`config.mk`:
```
export PLATFORM = sky130hd
export DESIGN_NAME = hazard_forward_ctrl
export DESIGN_NICKNAME = d
export VERILOG_FILES = /design/src/rtl/hazard_pkg.sv /design/src/rtl/hazard_forward_ctrl_fwd_select.sv /design/src/rtl/hazard_forward_ctrl.sv
export SDC_FILE = /design/constraint.sdc
export NUM_CORES = 1
export LEC_CHECK = 0
export BUFFER_PORTS_ARGS = -buffer_cell sky130_fd_sc_hd__buf_2
export CAP_MARGIN = 30
export CELL_PAD_IN_SITES_DETAIL_PLACEMENT = 0
export CELL_PAD_IN_SITES_GLOBAL_PLACEMENT = 1
export CORE_MARGIN = 10
export CORE_UTILIZATION = 37
export DETAILED_ROUTE_END_ITERATION = 8
export PLACE_DENSITY = 0.81
export SETUP_SLACK_MARGIN = 0.1
export SLEW_MARGIN = 20
export SYNTH_ARGS = -nofsm -noshare
export SYNTH_HDL_FRONTEND = slang
export SYNTH_HIERARCHICAL = 1
export SYNTH_SLANG_ARGS = --single-unit
```
`constraint.sdc`:
```
create_clock -name clk -period 2.1 [get_ports clk]
set_input_delay 0.105 -clock clk [delete_from_list [all_inputs] [get_ports clk]]
set_output_delay 0.105 -clock clk [all_outputs]
set_load 0.03 [all_outputs]
```
`src/rtl/hazard_pkg.sv`:
```
// Shared types and constants for the pipeline hazard / forwarding controller.
package hazard_pkg;

  localparam int unsigned REG_ADDR_W = 5;

  localparam logic [1:0] FWD_REG = 2'b00;
  localparam logic [1:0] FWD_WB  = 2'b01;
  localparam logic [1:0] FWD_MEM = 2'b10;

  // Producer metadata carried down the shadow pipeline.
  typedef struct packed {
    logic                  valid;
    logic [REG_ADDR_W-1:0] rd;
    logic                  regwrite;
  } dest_t;

  // The EX entry also needs its sources and the load flag for hazard checks.
  typedef struct packed {
    dest_t                 dst;
    logic                  memread;
    logic [REG_ADDR_W-1:0] rs1;
    logic [REG_ADDR_W-1:0] rs2;
  } ex_t;

endpackage

```
`src/rtl/hazard_forward_ctrl_fwd_select.sv`:
```
// Per-operand forwarding comparator: youngest matching producer wins, x0 never forwards.
module fwd_select
  import hazard_pkg::*;
(
  input  dest_t                 mem_ent,
  input  dest_t                 wb_ent,
  input  logic [REG_ADDR_W-1:0] src,
  output logic [1:0]            sel
);

  always_comb begin
    sel = FWD_REG;
    if (mem_ent.valid && mem_ent.regwrite && (mem_ent.rd != '0) && (mem_ent.rd == src))
      sel = FWD_MEM;
    else if (wb_ent.valid && wb_ent.regwrite && (wb_ent.rd != '0) && (wb_ent.rd == src))
      sel = FWD_WB;
  end

endmodule

```
`src/rtl/hazard_forward_ctrl.sv`:
```
// Hazard controller: shadow EX/MEM/WB metadata, operand forwarding selects,
// load-use / branch / memory-busy stall and flush generation, saturating event counters.
module hazard_forward_ctrl #(
  parameter int unsigned REG_ADDR_W = hazard_pkg::REG_ADDR_W,
  parameter int unsigned CNT_W      = 32
) (
  input  logic                  clk,
  input  logic                  reset,
  input  logic                  id_valid,
  input  logic [REG_ADDR_W-1:0] id_rs1,
  input  logic [REG_ADDR_W-1:0] id_rs2,
  input  logic [REG_ADDR_W-1:0] id_rd,
  input  logic                  id_regwrite,
  input  logic                  id_memread,
  input  logic                  branch_taken,
  input  logic                  mem_busy,
  output logic [1:0]            forward_a,
  output logic [1:0]            forward_b,
  output logic                  stall_if,
  output logic                  stall_id,
  output logic                  freeze,
  output logic                  flush_id,
  output logic                  flush_ex,
  output logic [CNT_W-1:0]      stall_count,
  output logic [CNT_W-1:0]      flush_count
);
  import hazard_pkg::*;

  ex_t   ex_q;
  dest_t mem_q;
  dest_t wb_q;
  ex_t   id_ent;
  logic  load_use;

  always_comb begin
    id_ent              = '0;
    id_ent.dst.valid    = id_valid;
    id_ent.dst.rd       = id_rd;
    id_ent.dst.regwrite = id_regwrite;
    id_ent.memread      = id_memread;
    id_ent.rs1          = id_rs1;
    id_ent.rs2          = id_rs2;
  end

  assign load_use = ex_q.dst.valid && ex_q.memread && (ex_q.dst.rd != '0) && id_valid &&
                    ((ex_q.dst.rd == id_rs1) || (ex_q.dst.rd == id_rs2));

  // Priority: memory busy freezes everything, then a taken branch, then load-use.
  always_comb begin
    freeze   = mem_busy;
    stall_if = 1'b0;
    stall_id = 1'b0;
    flush_id = 1'b0;
    flush_ex = 1'b0;
    if (mem_busy) begin
      stall_if = 1'b1;
      stall_id = 1'b1;
    end else if (branch_taken) begin
      flush_id = 1'b1;
      flush_ex = 1'b1;
    end else if (load_use) begin
      stall_if = 1'b1;
      stall_id = 1'b1;
      flush_ex = 1'b1;
    end
  end

  always_ff @(posedge clk) begin
    if (reset) begin
      ex_q        <= '0;
      mem_q       <= '0;
      wb_q        <= '0;
      stall_count <= '0;
      flush_count <= '0;
    end else begin
      if (!freeze) begin
        wb_q  <= mem_q;
        mem_q <= ex_q.dst;
        ex_q  <= flush_ex ? '0 : id_ent;
      end
      if (stall_if && (stall_count != '1))
        stall_count <= stall_count + CNT_W'(1);
      if (flush_id && (flush_count != '1))
        flush_count <= flush_count + CNT_W'(1);
    end
  end

  fwd_select u_fwd_a (
    .mem_ent (mem_q),
    .wb_ent  (wb_q),
    .src     (ex_q.rs1),
    .sel     (forward_a)
  );

  fwd_select u_fwd_b (
    .mem_ent (mem_q),
    .wb_ent  (wb_q),
    .src     (ex_q.rs2),
    .sel     (forward_b)
  );

endmodule

```
Yosys cells after proc, flatten, opt, wreduce, memory -nomap -nowiden
Index checks and enable logic that the tools add are counted.
{"block": "word_totals", "register_bits": 96, "out_inout_bits": 73, "word_cells": 54, "input_bits": 22}
{"block": "classes", "add_sub_neg": 2, "n_reduce_logical": 18, "eq_ne": 8, "mux": 12}
{"op": "$add A32 B1 Y32 const B", "count": 2}
{"op": "$ne A32 B32 Y1 const B", "count": 2}
{"op": "$eq A5 B5 Y1", "count": 6}
{"op": "$mux W18", "count": 1}
{"op": "$reduce_bool A5 Y1", "count": 3}
{"op": "$logic_and A1 B1 Y1", "count": 14}
{"op": "$mux W1", "count": 9}
{"op": "$mux W2", "count": 2}
{"op": "$logic_or A1 B1 Y1", "count": 1}

Logic depth before layout (Yosys ltp)
Gate-level depths: netlist (run 1).
{"block": "logic_depth", "ltp_word": 8, "mapped_depth": 8, "depth_no_buf": 7}

Hierarchy
The synthesis (run 1) kept the hierarchy.
{"module": "hazard_forward_ctrl", "area_per_inst_um2": 4583.1, "seq_area_each_um2": 1921.8, "instances": 1, "cells_each": 520}
{"module": "fwd_select", "area_per_inst_um2": 157.7, "seq_area_each_um2": 0.0, "instances": 2, "cells_each": 19}

Worst setup path before layout (run 1)
No wires, ideal clock.
{"block": "synth_path", "path_kind": "register -> register", "startpoint": "reg stall_count[6]", "endpoint": "reg stall_count[13]", "synth_period_minus_slack_ns": 2.459, "n_path_buf": 1, "slack_ns": -0.359, "path_stages_with_launch": 8, "setup_ns": 0.121, "t_arrival_ns": 2.338, "required_ns": 1.979, "cell_sequence": "dfxtp_1 > nand4_2 > or4_2 > nor3_2 > nor3b_1 > buf_2 > nand4_1 > mux2_2"}
{"block": "synth_via", "elab_chain_len": 2, "elab_cells_between_ends": 3, "classes_between": "add/sub (1); eq/ne (1); reduce/logical (1)"}
{"item": "start, declared", "line": "hazard_forward_ctrl.sv:24", "text": "output logic [CNT_W-1:0] stall_count,"}
{"item": "start signal, assigned", "line": "hazard_forward_ctrl.sv:82", "text": "stall_count <= stall_count + CNT_W'(1);"}
{"item": "parallel branches: the longest is 2 deep, another holds $add A32 B1 Y32"}
Parallel ways; which one is timed is not known.
A chain may end at the register's enable or synchronous reset.

Final worst setup path (run 1)
{"block": "layout_path", "startpoint": "reg ex_q[14] in the netlist's numbering", "endpoint": "reg stall_count[30]"}
{"block": "layout_via", "elab_chain_len": 8, "elab_cells_between_ends": 11, "classes_between": "eq/ne (2); mux (3); reduce/logical (6)"}
{"item": "start, declared", "line": "hazard_forward_ctrl.sv:29", "text": "ex_t ex_q;"}
{"item": "start signal, assigned", "line": "hazard_forward_ctrl.sv:79", "text": "ex_q <= flush_ex ? '0 : id_ent;"}
{"item": "$reduce_bool A5 Y1", "line": "hazard_forward_ctrl.sv:45", "text": "assign load_use = ex_q.dst.valid && ex_q.memread && (ex_q.dst.rd != '0) && id_valid &&"}
{"item": "$logic_and A1 B1 Y1 (2 in a row)", "line": "hazard_forward_ctrl.sv:45"}
{"item": "$logic_and A1 B1 Y1 (*)", "line": "hazard_forward_ctrl.sv:45"}
{"item": "$mux W1 (*)", "line": "hazard_forward_ctrl.sv:61", "text": "end else if (load_use) begin"}
{"item": "$mux W1 (*)", "line": "hazard_forward_ctrl.sv:58", "text": "end else if (branch_taken) begin"}
{"item": "$mux W1 (*)", "line": "hazard_forward_ctrl.sv:55", "text": "if (mem_busy) begin"}
{"item": "$logic_and A1 B1 Y1 (*)", "line": "hazard_forward_ctrl.sv:81", "text": "if (stall_if && (stall_count != '1))"}
Every way passes the cells marked *; elsewhere a longest branch is shown, timed or not.

==> report_table.html, run 1 <==
<table>
<tr><th>Metric</th><th>Value</th></tr>
<tr><th colspan="2">Worst setup path</th></tr>
<tr><td>Capture point of the worst reg-to-reg path</td><td>stall_count[30]</td></tr>
<tr><td>Top Family by Delay on Critical Path</td><td>simple AND/OR/NAND/NOR gates</td></tr>
<tr><td>Worst setup SP type</td><td>flop</td></tr>
<tr><td>Reg-to-Reg Start</td><td>ex_q[14]</td></tr>
<tr><td>Largest driver fanout on the critical path</td><td>8</td></tr>
<tr><td>Highest-delay cell along the critical path</td><td>sky130_fd_sc_hd__or4b_4</td></tr>
<tr><td>CP Buf/Inv Count</td><td>0</td></tr>
<tr><td>Cells on worst reg2reg path</td><td>6</td></tr>
<tr><td>Required time worst endpoint</td><td>2370 ps</td></tr>
<tr><td>Worst stage delay on the critical path</td><td>550 ps</td></tr>
<tr><td>Arrival time worst endpoint</td><td>2410 ps</td></tr>
<tr><td>CP Capture Type</td><td>flop</td></tr>
<tr><td>Worst-path cell chain</td><td>xnor2_2 &gt; nand3_2 &gt; o221ai_2 &gt; or4b_4 &gt; or4_1 &gt; a21oi_1</td></tr>
<tr><td>Category of the most critical setup path</td><td>flop to flop</td></tr>
<tr><td>Internal reg-to-reg setup slack</td><td>-40 ps</td></tr>
<tr><th colspan="2">Synth</th></tr>
<tr><td>Sequential-to-total area share from yosys stat</td><td>39.2%</td></tr>
<tr><td>Post-synth net total</td><td>582</td></tr>
<tr><td>Async set or reset register ratio after synthesis</td><td>0%</td></tr>
<tr><td>Post-synthesis cell count</td><td>558</td></tr>
<tr><td>Number of flops mapped to enable cells by yosys</td><td>0</td></tr>
<tr><td>Yosys cell types</td><td>53</td></tr>
<tr><td>Cell area after synthesis</td><td>4900 µm²</td></tr>
<tr><td>Count of yosys warnings during synthesis</td><td>6</td></tr>
<tr><td>Dominant register cell in the synthesized netlist</td><td>sky130_fd_sc_hd__dfxtp_1</td></tr>
<tr><td>Post-synthesis average cell area</td><td>8.78 µm²</td></tr>
<tr><td>Flip-flop and latch count after synthesis</td><td>96</td></tr>
<tr><th colspan="2">Worst hold path</th></tr>
<tr><td>Hold depth</td><td>3</td></tr>
<tr><td>Path category of the worst min-delay check</td><td>primary input to flop</td></tr>
<tr><td>Hold EP</td><td>ex_q[14]</td></tr>
<tr><td>Launch instance of the worst min-delay path</td><td>id_rd[2]</td></tr>
<tr><th colspan="2">Status</th></tr>
<tr><td>Violated checks</td><td>negative setup slack</td></tr>
<tr><td>Run status</td><td>finished with violations</td></tr>
<tr><th colspan="2">Floorplan</th></tr>
<tr><td>IO Count</td><td>95</td></tr>
<tr><td>Cell Rows</td><td>41</td></tr>
<tr><td>Starting Density</td><td>38.3%</td></tr>
<tr><td>Die outline width</td><td>135 µm</td></tr>
<tr><td>Floorplan core area</td><td>12800 µm²</td></tr>
<tr><td>Height of the die</td><td>135 µm</td></tr>
<tr><td>Total Die Area</td><td>18200 µm²</td></tr>
<tr><th colspan="2">GRT</th></tr>
<tr><td>Number of antenna violations at the first check in global routing</td><td>0</td></tr>
<tr><td>Global-route wire length before repair</td><td>23.9 mm</td></tr>
<tr><td>Via count of the first global-routing pass</td><td>4767</td></tr>
<tr><td>Global Route Usage Sum</td><td>16.0%</td></tr>
<tr><td>Pin count of the biggest net entering global routing</td><td>40</td></tr>
<tr><td>Total grt overflow</td><td>0</td></tr>
<tr><th colspan="2">Placed design</th></tr>
<tr><td>Final Wtd Congestion</td><td>0.841</td></tr>
<tr><td>Post-placement worst setup slack</td><td>-388 ps</td></tr>
<tr><td>Final HPWL DP</td><td>10.7 mm</td></tr>
<tr><td>Placed cell area</td><td>6200 µm²</td></tr>
<tr><td>Port bufs</td><td>94</td></tr>
<tr><th colspan="2">Detailed routing</th></tr>
<tr><td>Routed WL</td><td>15.2 mm</td></tr>
<tr><td>Avg Vias per Cell</td><td>5.23</td></tr>
<tr><td>Drt initial violations</td><td>272</td></tr>
<tr><td>WL/cell</td><td>16.7 µm</td></tr>
<tr><td>DRC</td><td>0</td></tr>
<tr><td>Antenna violation net count after detailed routing</td><td>0</td></tr>
<tr><td>First drt pass iteration count</td><td>4</td></tr>
<tr><td>Vias</td><td>4774</td></tr>
<tr><th colspan="2">Power and ir drop</th></tr>
<tr><td>Switch Pwr</td><td>975 µW</td></tr>
<tr><td>Internal power</td><td>2930 µW</td></tr>
<tr><td>Logic pwr share</td><td>9.8%</td></tr>
<tr><td>Share of power burned in registers</td><td>47.4%</td></tr>
<tr><td>Clock share of power</td><td>42.8%</td></tr>
<tr><td>Leak</td><td>0.00305 µW</td></tr>
<tr><td>Proportion of total power due to net switching</td><td>24.9%</td></tr>
<tr><td>Total power density per cell area</td><td>549 nW/µm²</td></tr>
<tr><td>IR Drop Worst-Case VDD</td><td>0.398 mV</td></tr>
<tr><th colspan="2">Clocking</th></tr>
<tr><td>Cell at the root of the clock tree</td><td>sky130_fd_sc_hd__clkbuf_16</td></tr>
<tr><td>H-Tree Depth</td><td>3</td></tr>
<tr><td>TritonCTS clock tree</td><td>done</td></tr>
<tr><td>Clock Pin Slew Worst Setup and Hold Paths</td><td>70 ps</td></tr>
<tr><td>Number of buffers created by CTS</td><td>9</td></tr>
<tr><td>TritonCTS sink count</td><td>96</td></tr>
<tr><td>Worst-skew pair later-pin latency</td><td>350 ps</td></tr>
<tr><td>CTS Buffer Depth</td><td>2</td></tr>
<tr><th colspan="2">Timing</th></tr>
<tr><td>Minimum period implied by the final worst setup slack</td><td>2140 ps</td></tr>
<tr><td>Setup repair after global routing missed its margin</td><td>true</td></tr>
<tr><td>TNS Setup</td><td>-171 ps</td></tr>
<tr><td>Worst slew margin relative to its limit</td><td>49.6%</td></tr>
<tr><td>Setup-violating endpoint count in the final report</td><td>7</td></tr>
<tr><td>Count of endpoints failing hold in the final timing report</td><td>0</td></tr>
<tr><td>Pin slew with the least headroom to its limit</td><td>755 ps</td></tr>
<tr><td>Worst clock skew</td><td>4.58 ps</td></tr>
<tr><td>Share of the clock period used by the worst path after layout</td><td>102%</td></tr>
<tr><td>Minimum setup slack in the final design</td><td>-38.6 ps</td></tr>
<tr><td>Final count of pins violating max slew</td><td>0</td></tr>
<tr><td>Maximum operating frequency</td><td>468 MHz</td></tr>
<tr><th colspan="2">Finish</th></tr>
<tr><td>Area added between synthesis and finish</td><td>45.5%</td></tr>
<tr><td>Total inserted antenna cells</td><td>0</td></tr>
<tr><td>Post-route standard cell area excluding fillers</td><td>7130 µm²</td></tr>
<tr><td>Fill cells</td><td>1125</td></tr>
<tr><td>Proportion of layout cells with a drive suffix above 1</td><td>45.7%</td></tr>
<tr><td>Final Net Count</td><td>760</td></tr>
<tr><td>Final cell utilization of the core</td><td>55.8%</td></tr>
<tr><th colspan="2">Flow run</th></tr>
<tr><td>Max-cap violation count</td><td>0</td></tr>
</table>
[state kept, by name, indices dropped and copies added, names as in the netlist]
name / count
ex_q: 18
flush_count: 32
mem_q: 7
stall_count: 32
wb_q: 7
[power by group through the flow]
| stage | Clock (µW) | Combinational, µW | Sequential [µW] |
|---|---|---|---|
| after floorplan | 0 | 202 | 1890 |
| after global placement | 0 | 309 | 1890 |
| after detailed placement | 0 | 316 | 1890 |
| after CTS | 1700 | 343 | 1850 |
| after global routing | 1780 | 411 | 1860 |
| final | 1670 | 383 | 1850 |
[what timing repair did]
| action | 4_1_cts | 5_1_grt |
|---|---|---|
| hold buffers | 1 | 0 |
| cloned | 0 | 0 |
| pin swaps | 17 | 36 |
| hold endpoints to repair | 1 | 0 |
| buffers inserted | 10 | 14 |
| gates resized for setup | 35 | 59 |
| setup endpoints to repair | 45 | 54 |
[metrics by stage]
stage | power [µW] | cells | hold slack, ps
6_report | 3910 | 913 | 8.60
2_1_floorplan | 2100 | 558 | 249
4_1_cts | 3890 | 900 | 2.99
5_1_grt | 4040 | 913 | 39.0
3_3_place_gp | 2200 | 873 | 346
3_5_place_dp | 2210 | 873 | 356
[area by class of cell]
class	count	area (µm²)	area share, %
repair buffers	191	1260	17.7
multi-input cells	431	3250	45.6
inverters	7	26.3	0.369
flip-flops and latches	96	2070	29.1
clock buffers	12	279	3.92
clock inverters	4	25.0	0.351
well taps	172	215	3.02
[synthesized netlist by cell type (11+ instances only)]
| master | number | area [µm²] |
|---|---|---|
| sky130_fd_sc_hd__mux2i_1 | 34 | 340 |
| sky130_fd_sc_hd__nor2b_1 | 18 | 113 |
| sky130_fd_sc_hd__nor2_1 | 96 | 360 |
| sky130_fd_sc_hd__clkbuf_1 | 13 | 48.8 |
| sky130_fd_sc_hd__a21oi_1 | 16 | 80.1 |
| sky130_fd_sc_hd__nand2_1 | 24 | 90.1 |
| sky130_fd_sc_hd__xor2_1 | 22 | 193 |
| sky130_fd_sc_hd__nand4_1 | 24 | 150 |
| sky130_fd_sc_hd__dfxtp_1 | 96 | 1920 |
| sky130_fd_sc_hd__mux2_2 | 13 | 146 |
| sky130_fd_sc_hd__xnor2_1 | 38 | 333 |
| sky130_fd_sc_hd__and3_1 | 14 | 87.6 |
| sky130_fd_sc_hd__nand3_1 | 34 | 170 |
| sky130_fd_sc_hd__and4_1 | 11 | 96.3 |
[tightest hold or removal path: stages]
cell and delay (ps):
sky130_fd_sc_hd__buf_2 90, sky130_fd_sc_hd__mux2i_1 60, sky130_fd_sc_hd__nor2_1 70
[cell usage in the layout, fill, tap and decap left out, types with 24 or more instances in the layout]
cell,count
sky130_fd_sc_hd__dfxtp_4,33
sky130_fd_sc_hd__nand4_1,24
sky130_fd_sc_hd__buf_2,91
sky130_fd_sc_hd__nor2_1,96
sky130_fd_sc_hd__mux2i_1,34
sky130_fd_sc_hd__xnor2_1,31
sky130_fd_sc_hd__dfxtp_1,42
sky130_fd_sc_hd__buf_4,87
sky130_fd_sc_hd__nand3_1,26
[layer usage]
metal  wire, µm  GRT usage [%]
met5          0              0
met4        168           4.25
met3        824           4.64
met2       7510           27.6
met1       6700           19.0
[kinds of logic (layout without fill, tap and decap cells)]
group / count (synthesis) / count (layout) / synth area share, %
and+or+nand+nor: 274 / 274 / 29.6
DFF: 96 / 96 / 39.2
xor gates and xnor gates: 60 / 60 / 10.7
muxes: 48 / 48 / 10.2
AOI/OAI and AO/OA: 47 / 47 / 7.05
buffers and inverters: 31 / 214 / 2.73
adders and majority gates: 2 / 2 / 0.511
[worst max-delay path by stage]
| stage | slack (ps) | depth (start not counted) | from | end |
|---|---|---|---|---|
| after floorplan | -3 | 7 | stall_count[9] | stall_count[13] |
| after global placement | -260 | 6 | ex_q[12] | stall_count[15] |
| after detailed placement | -390 | 6 | ex_q[12] | stall_count[15] |
| after CTS | -50 | 6 | stall_count[9] | stall_count[30] |
| after global routing | -130 | 6 | stall_count[9] | stall_count[30] |
| final | -40 | 6 | ex_q[14] | stall_count[30] |
No activity file was read; power rests on OpenSTA's default activity.
==> inputs of run 2 (changes only) <==
--- a/config.mk
+++ b/config.mk
@@ -10,9 +10,10 @@
 export CELL_PAD_IN_SITES_DETAIL_PLACEMENT = 0
 export CELL_PAD_IN_SITES_GLOBAL_PLACEMENT = 1
 export CORE_MARGIN = 10
-export CORE_UTILIZATION = 37
+export CORE_UTILIZATION = 46
+export CTS_BUF_LIST = sky130_fd_sc_hd__clkbuf_2
 export DETAILED_ROUTE_END_ITERATION = 8
-export PLACE_DENSITY = 0.81
+export PLACE_DENSITY = 0.93
 export SETUP_SLACK_MARGIN = 0.1
 export SLEW_MARGIN = 20
 export SYNTH_ARGS = -nofsm -noshare
==> constraint.sdc (replaced) <==
create_clock -name clk -period 2.6 [get_ports clk]
set_input_delay 0.13 -clock clk [delete_from_list [all_inputs] [get_ports clk]]
set_output_delay 0.13 -clock clk [all_outputs]
set_load 0.03 [all_outputs]
==> run 2 against run 1 <==
Net effect: the flow now finishes without violations; clock power decreased by 55%; clock skew increased by 34 ps; core utilization increased by 1.2 points; largest power group unchanged.
==> report_table.html, run 2 (synthesis results as in run 1) <==
<table>
<tr><th>Metric</th><th>Value</th></tr>
<tr><th colspan="2">Detailed routing</th></tr>
<tr><td>Avg Vias per Cell</td><td>5.48</td></tr>
<tr><td>WL/cell</td><td>15.8 µm</td></tr>
<tr><td>First drt pass iteration count</td><td>4</td></tr>
<tr><td>Routed WL</td><td>12.9 mm</td></tr>
<tr><td>Antenna violation net count after detailed routing</td><td>0</td></tr>
<tr><td>Drt initial violations</td><td>268</td></tr>
<tr><td>DRC</td><td>0</td></tr>
<tr><td>Vias</td><td>4484</td></tr>
<tr><th colspan="2">GRT</th></tr>
<tr><td>Total grt overflow</td><td>0</td></tr>
<tr><td>Global Route Usage Sum</td><td>16.8%</td></tr>
<tr><td>Pin count of the biggest net entering global routing</td><td>42</td></tr>
<tr><td>Via count of the first global-routing pass</td><td>4295</td></tr>
<tr><td>Global-route wire length before repair</td><td>21.3 mm</td></tr>
<tr><td>Number of antenna violations at the first check in global routing</td><td>0</td></tr>
<tr><th colspan="2">Power and ir drop</th></tr>
<tr><td>Total power density per cell area</td><td>431 nW/µm²</td></tr>
<tr><td>Leak</td><td>0.00247 µW</td></tr>
<tr><td>IR Drop Worst-Case VDD</td><td>0.254 mV</td></tr>
<tr><th colspan="2">Worst setup path</th></tr>
<tr><td>Worst stage delay on the critical path</td><td>600 ps</td></tr>
<tr><td>Required time worst endpoint</td><td>3080 ps</td></tr>
<tr><td>CP Capture Type</td><td>flop</td></tr>
<tr><td>Arrival time worst endpoint</td><td>2830 ps</td></tr>
<tr><td>Category of the most critical setup path</td><td>flop to flop</td></tr>
<tr><td>Highest-delay cell along the critical path</td><td>sky130_fd_sc_hd__or4b_4</td></tr>
<tr><td>CP Buf/Inv Count</td><td>0</td></tr>
<tr><td>Worst-path cell chain</td><td>nand4_2 &gt; nor3_2 &gt; nand4_1 &gt; or4b_4 &gt; or4_1 &gt; a21oi_1</td></tr>
<tr><td>Worst setup SP type</td><td>flop</td></tr>
<tr><td>Largest driver fanout on the critical path</td><td>8</td></tr>
<tr><td>Top Family by Delay on Critical Path</td><td>simple AND/OR/NAND/NOR gates</td></tr>
<tr><th colspan="2">Clocking</th></tr>
<tr><td>TritonCTS sink count</td><td>96</td></tr>
<tr><td>Number of buffers created by CTS</td><td>9</td></tr>
<tr><td>CTS Buffer Depth</td><td>2</td></tr>
<tr><td>TritonCTS clock tree</td><td>done</td></tr>
<tr><td>Cell at the root of the clock tree</td><td>sky130_fd_sc_hd__clkbuf_2</td></tr>
<tr><td>Worst-skew pair later-pin latency</td><td>550 ps</td></tr>
<tr><td>Clock Pin Slew Worst Setup and Hold Paths</td><td>260 ps</td></tr>
<tr><td>H-Tree Depth</td><td>3</td></tr>
<tr><th colspan="2">Status</th></tr>
<tr><td>Run status</td><td>completed</td></tr>
<tr><th colspan="2">Timing</th></tr>
<tr><td>Share of the clock period used by the worst path after layout</td><td>90.1%</td></tr>
<tr><td>Setup-violating endpoint count in the final report</td><td>0</td></tr>
<tr><td>Minimum setup slack in the final design</td><td>257 ps</td></tr>
<tr><td>Pin slew with the least headroom to its limit</td><td>759 ps</td></tr>
<tr><td>Minimum period implied by the final worst setup slack</td><td>2340 ps</td></tr>
<tr><td>Final count of pins violating max slew</td><td>0</td></tr>
<tr><td>Setup repair after global routing missed its margin</td><td>false</td></tr>
<tr><td>Worst slew margin relative to its limit</td><td>49.2%</td></tr>
<tr><td>Maximum operating frequency</td><td>427 MHz</td></tr>
<tr><td>Worst clock skew</td><td>38.9 ps</td></tr>
<tr><td>Count of endpoints failing hold in the final timing report</td><td>0</td></tr>
<tr><th colspan="2">Floorplan</th></tr>
<tr><td>Total Die Area</td><td>15200 µm²</td></tr>
<tr><td>Cell Rows</td><td>37</td></tr>
<tr><td>Height of the die</td><td>123 µm</td></tr>
<tr><td>Starting Density</td><td>47.2%</td></tr>
<tr><td>IO Count</td><td>95</td></tr>
<tr><td>Floorplan core area</td><td>10400 µm²</td></tr>
<tr><td>Die outline width</td><td>123 µm</td></tr>
<tr><th colspan="2">Placed design</th></tr>
<tr><td>Final Wtd Congestion</td><td>0.848</td></tr>
<tr><td>Port bufs</td><td>94</td></tr>
<tr><td>Final HPWL DP</td><td>9.37 mm</td></tr>
<tr><td>Post-placement worst setup slack</td><td>172 ps</td></tr>
<tr><th colspan="2">Finish</th></tr>
<tr><td>Final cell utilization of the core</td><td>57.0%</td></tr>
<tr><td>Total inserted antenna cells</td><td>0</td></tr>
<tr><td>Most common cell after layout, fill and taps aside</td><td>sky130_fd_sc_hd__nor2_1</td></tr>
<tr><td>Sequential cell area</td><td>1930 µm²</td></tr>
<tr><td>Proportion of layout cells with a drive suffix above 1</td><td>25.1%</td></tr>
<tr><td>Final Net Count</td><td>701</td></tr>
<tr><td>Area added between synthesis and finish</td><td>20.7%</td></tr>
<tr><td>Registers with the most flip-flops</td><td>flush_count (32), stall_count (32), ex_q (18)</td></tr>
<tr><td>Fill cells</td><td>992</td></tr>
<tr><td>Area of the multi-input gates</td><td>2860 µm²</td></tr>
<tr><td>Most frequent cells in the layout</td><td>96 x sky130_fd_sc_hd__nor2_1, 94 x sky130_fd_sc_hd__buf_2, 89 x sky130_fd_sc_hd__dfxtp_1</td></tr>
<tr><th colspan="2">Flow run</th></tr>
<tr><td>Max-cap violation count</td><td>0</td></tr>
<tr><th colspan="2">Worst hold path</th></tr>
<tr><td>Path category of the worst min-delay check</td><td>primary input to flop</td></tr>
</table>
run 2: changes by cell type in the layout (fill, tap and decap cells not counted), sizes merged:
cell	delta
bufinv	+1
buf	-75
dlygate4sd3	+17
clkbuf	-4
inv	+3
clkinv	-1
run 2: report_power, final:
group | switching, µW | internal, µW | leakage (µW)
combinational | 143 | 117 | 0.00162
clock | 524 | 233 | 0.0000685
sequential | 31.8 | 1500 | 0.000780
total | 699 | 1850 | 0.00247
run 2: metal layers:
layer	up-vias	GRT usage [%]	share of wire, %	wire, µm
met5	-	0	0	0
met4	0	5.53	1.6	207
met3	19	3.37	5.6	724
met2	113	26.7	47	6050
met1	2137	22.4	46	5950
li1	2215	-	-	-
run 2: final timing paths:
check	startpoint	end	slack, ps	cells past startpoint
max	stall_count[9]	stall_count[30]	260	6
min	reset	stall_count[18]	120	2
max reg2reg	stall_count[9]	stall_count[30]	260	6
min reg2reg	ex_q[11]	mem_q[0]	540	2
run 2: what timing repair did:
action,in CTS,in global routing
hold buffers,18,0
setup endpoints to repair,2,14
gates resized for setup,1,10
gates cloned,0,0
hold endpoints to repair,18,0
setup buffers,0,2
run 2: cell type report:
type | instances | area share, %
Clock buffer | 9 | 0.762
Clock inverter | 7 | 1.31
Inverter | 7 | 0.444
Multi-Input combinational cell | 431 | 48.4
Sequential cell | 96 | 32.6
Tap cell | 136 | 2.88
Timing Repair Buffer | 132 | 13.5
run 2: per-stage QoR:
| stage | TNS [ps] | instances | instance area [µm²] | hold slack (ps) | power (µW) |
|---|---|---|---|---|---|
| 2_1_floorplan | 0 | 558 | 4900 | 274 | 1720 |
| 3_3_place_gp | -250 | 782 | 5570 | 367 | 1780 |
| 3_5_place_dp | 0 | 782 | 5570 | 378 | 1790 |
| 4_1_cts | 0 | 816 | 5880 | 82.5 | 2570 |
| 5_1_grt | 0 | 818 | 5910 | 94.8 | 2670 |
| 6_report | 0 | 818 | 5910 | 123 | 2550 |
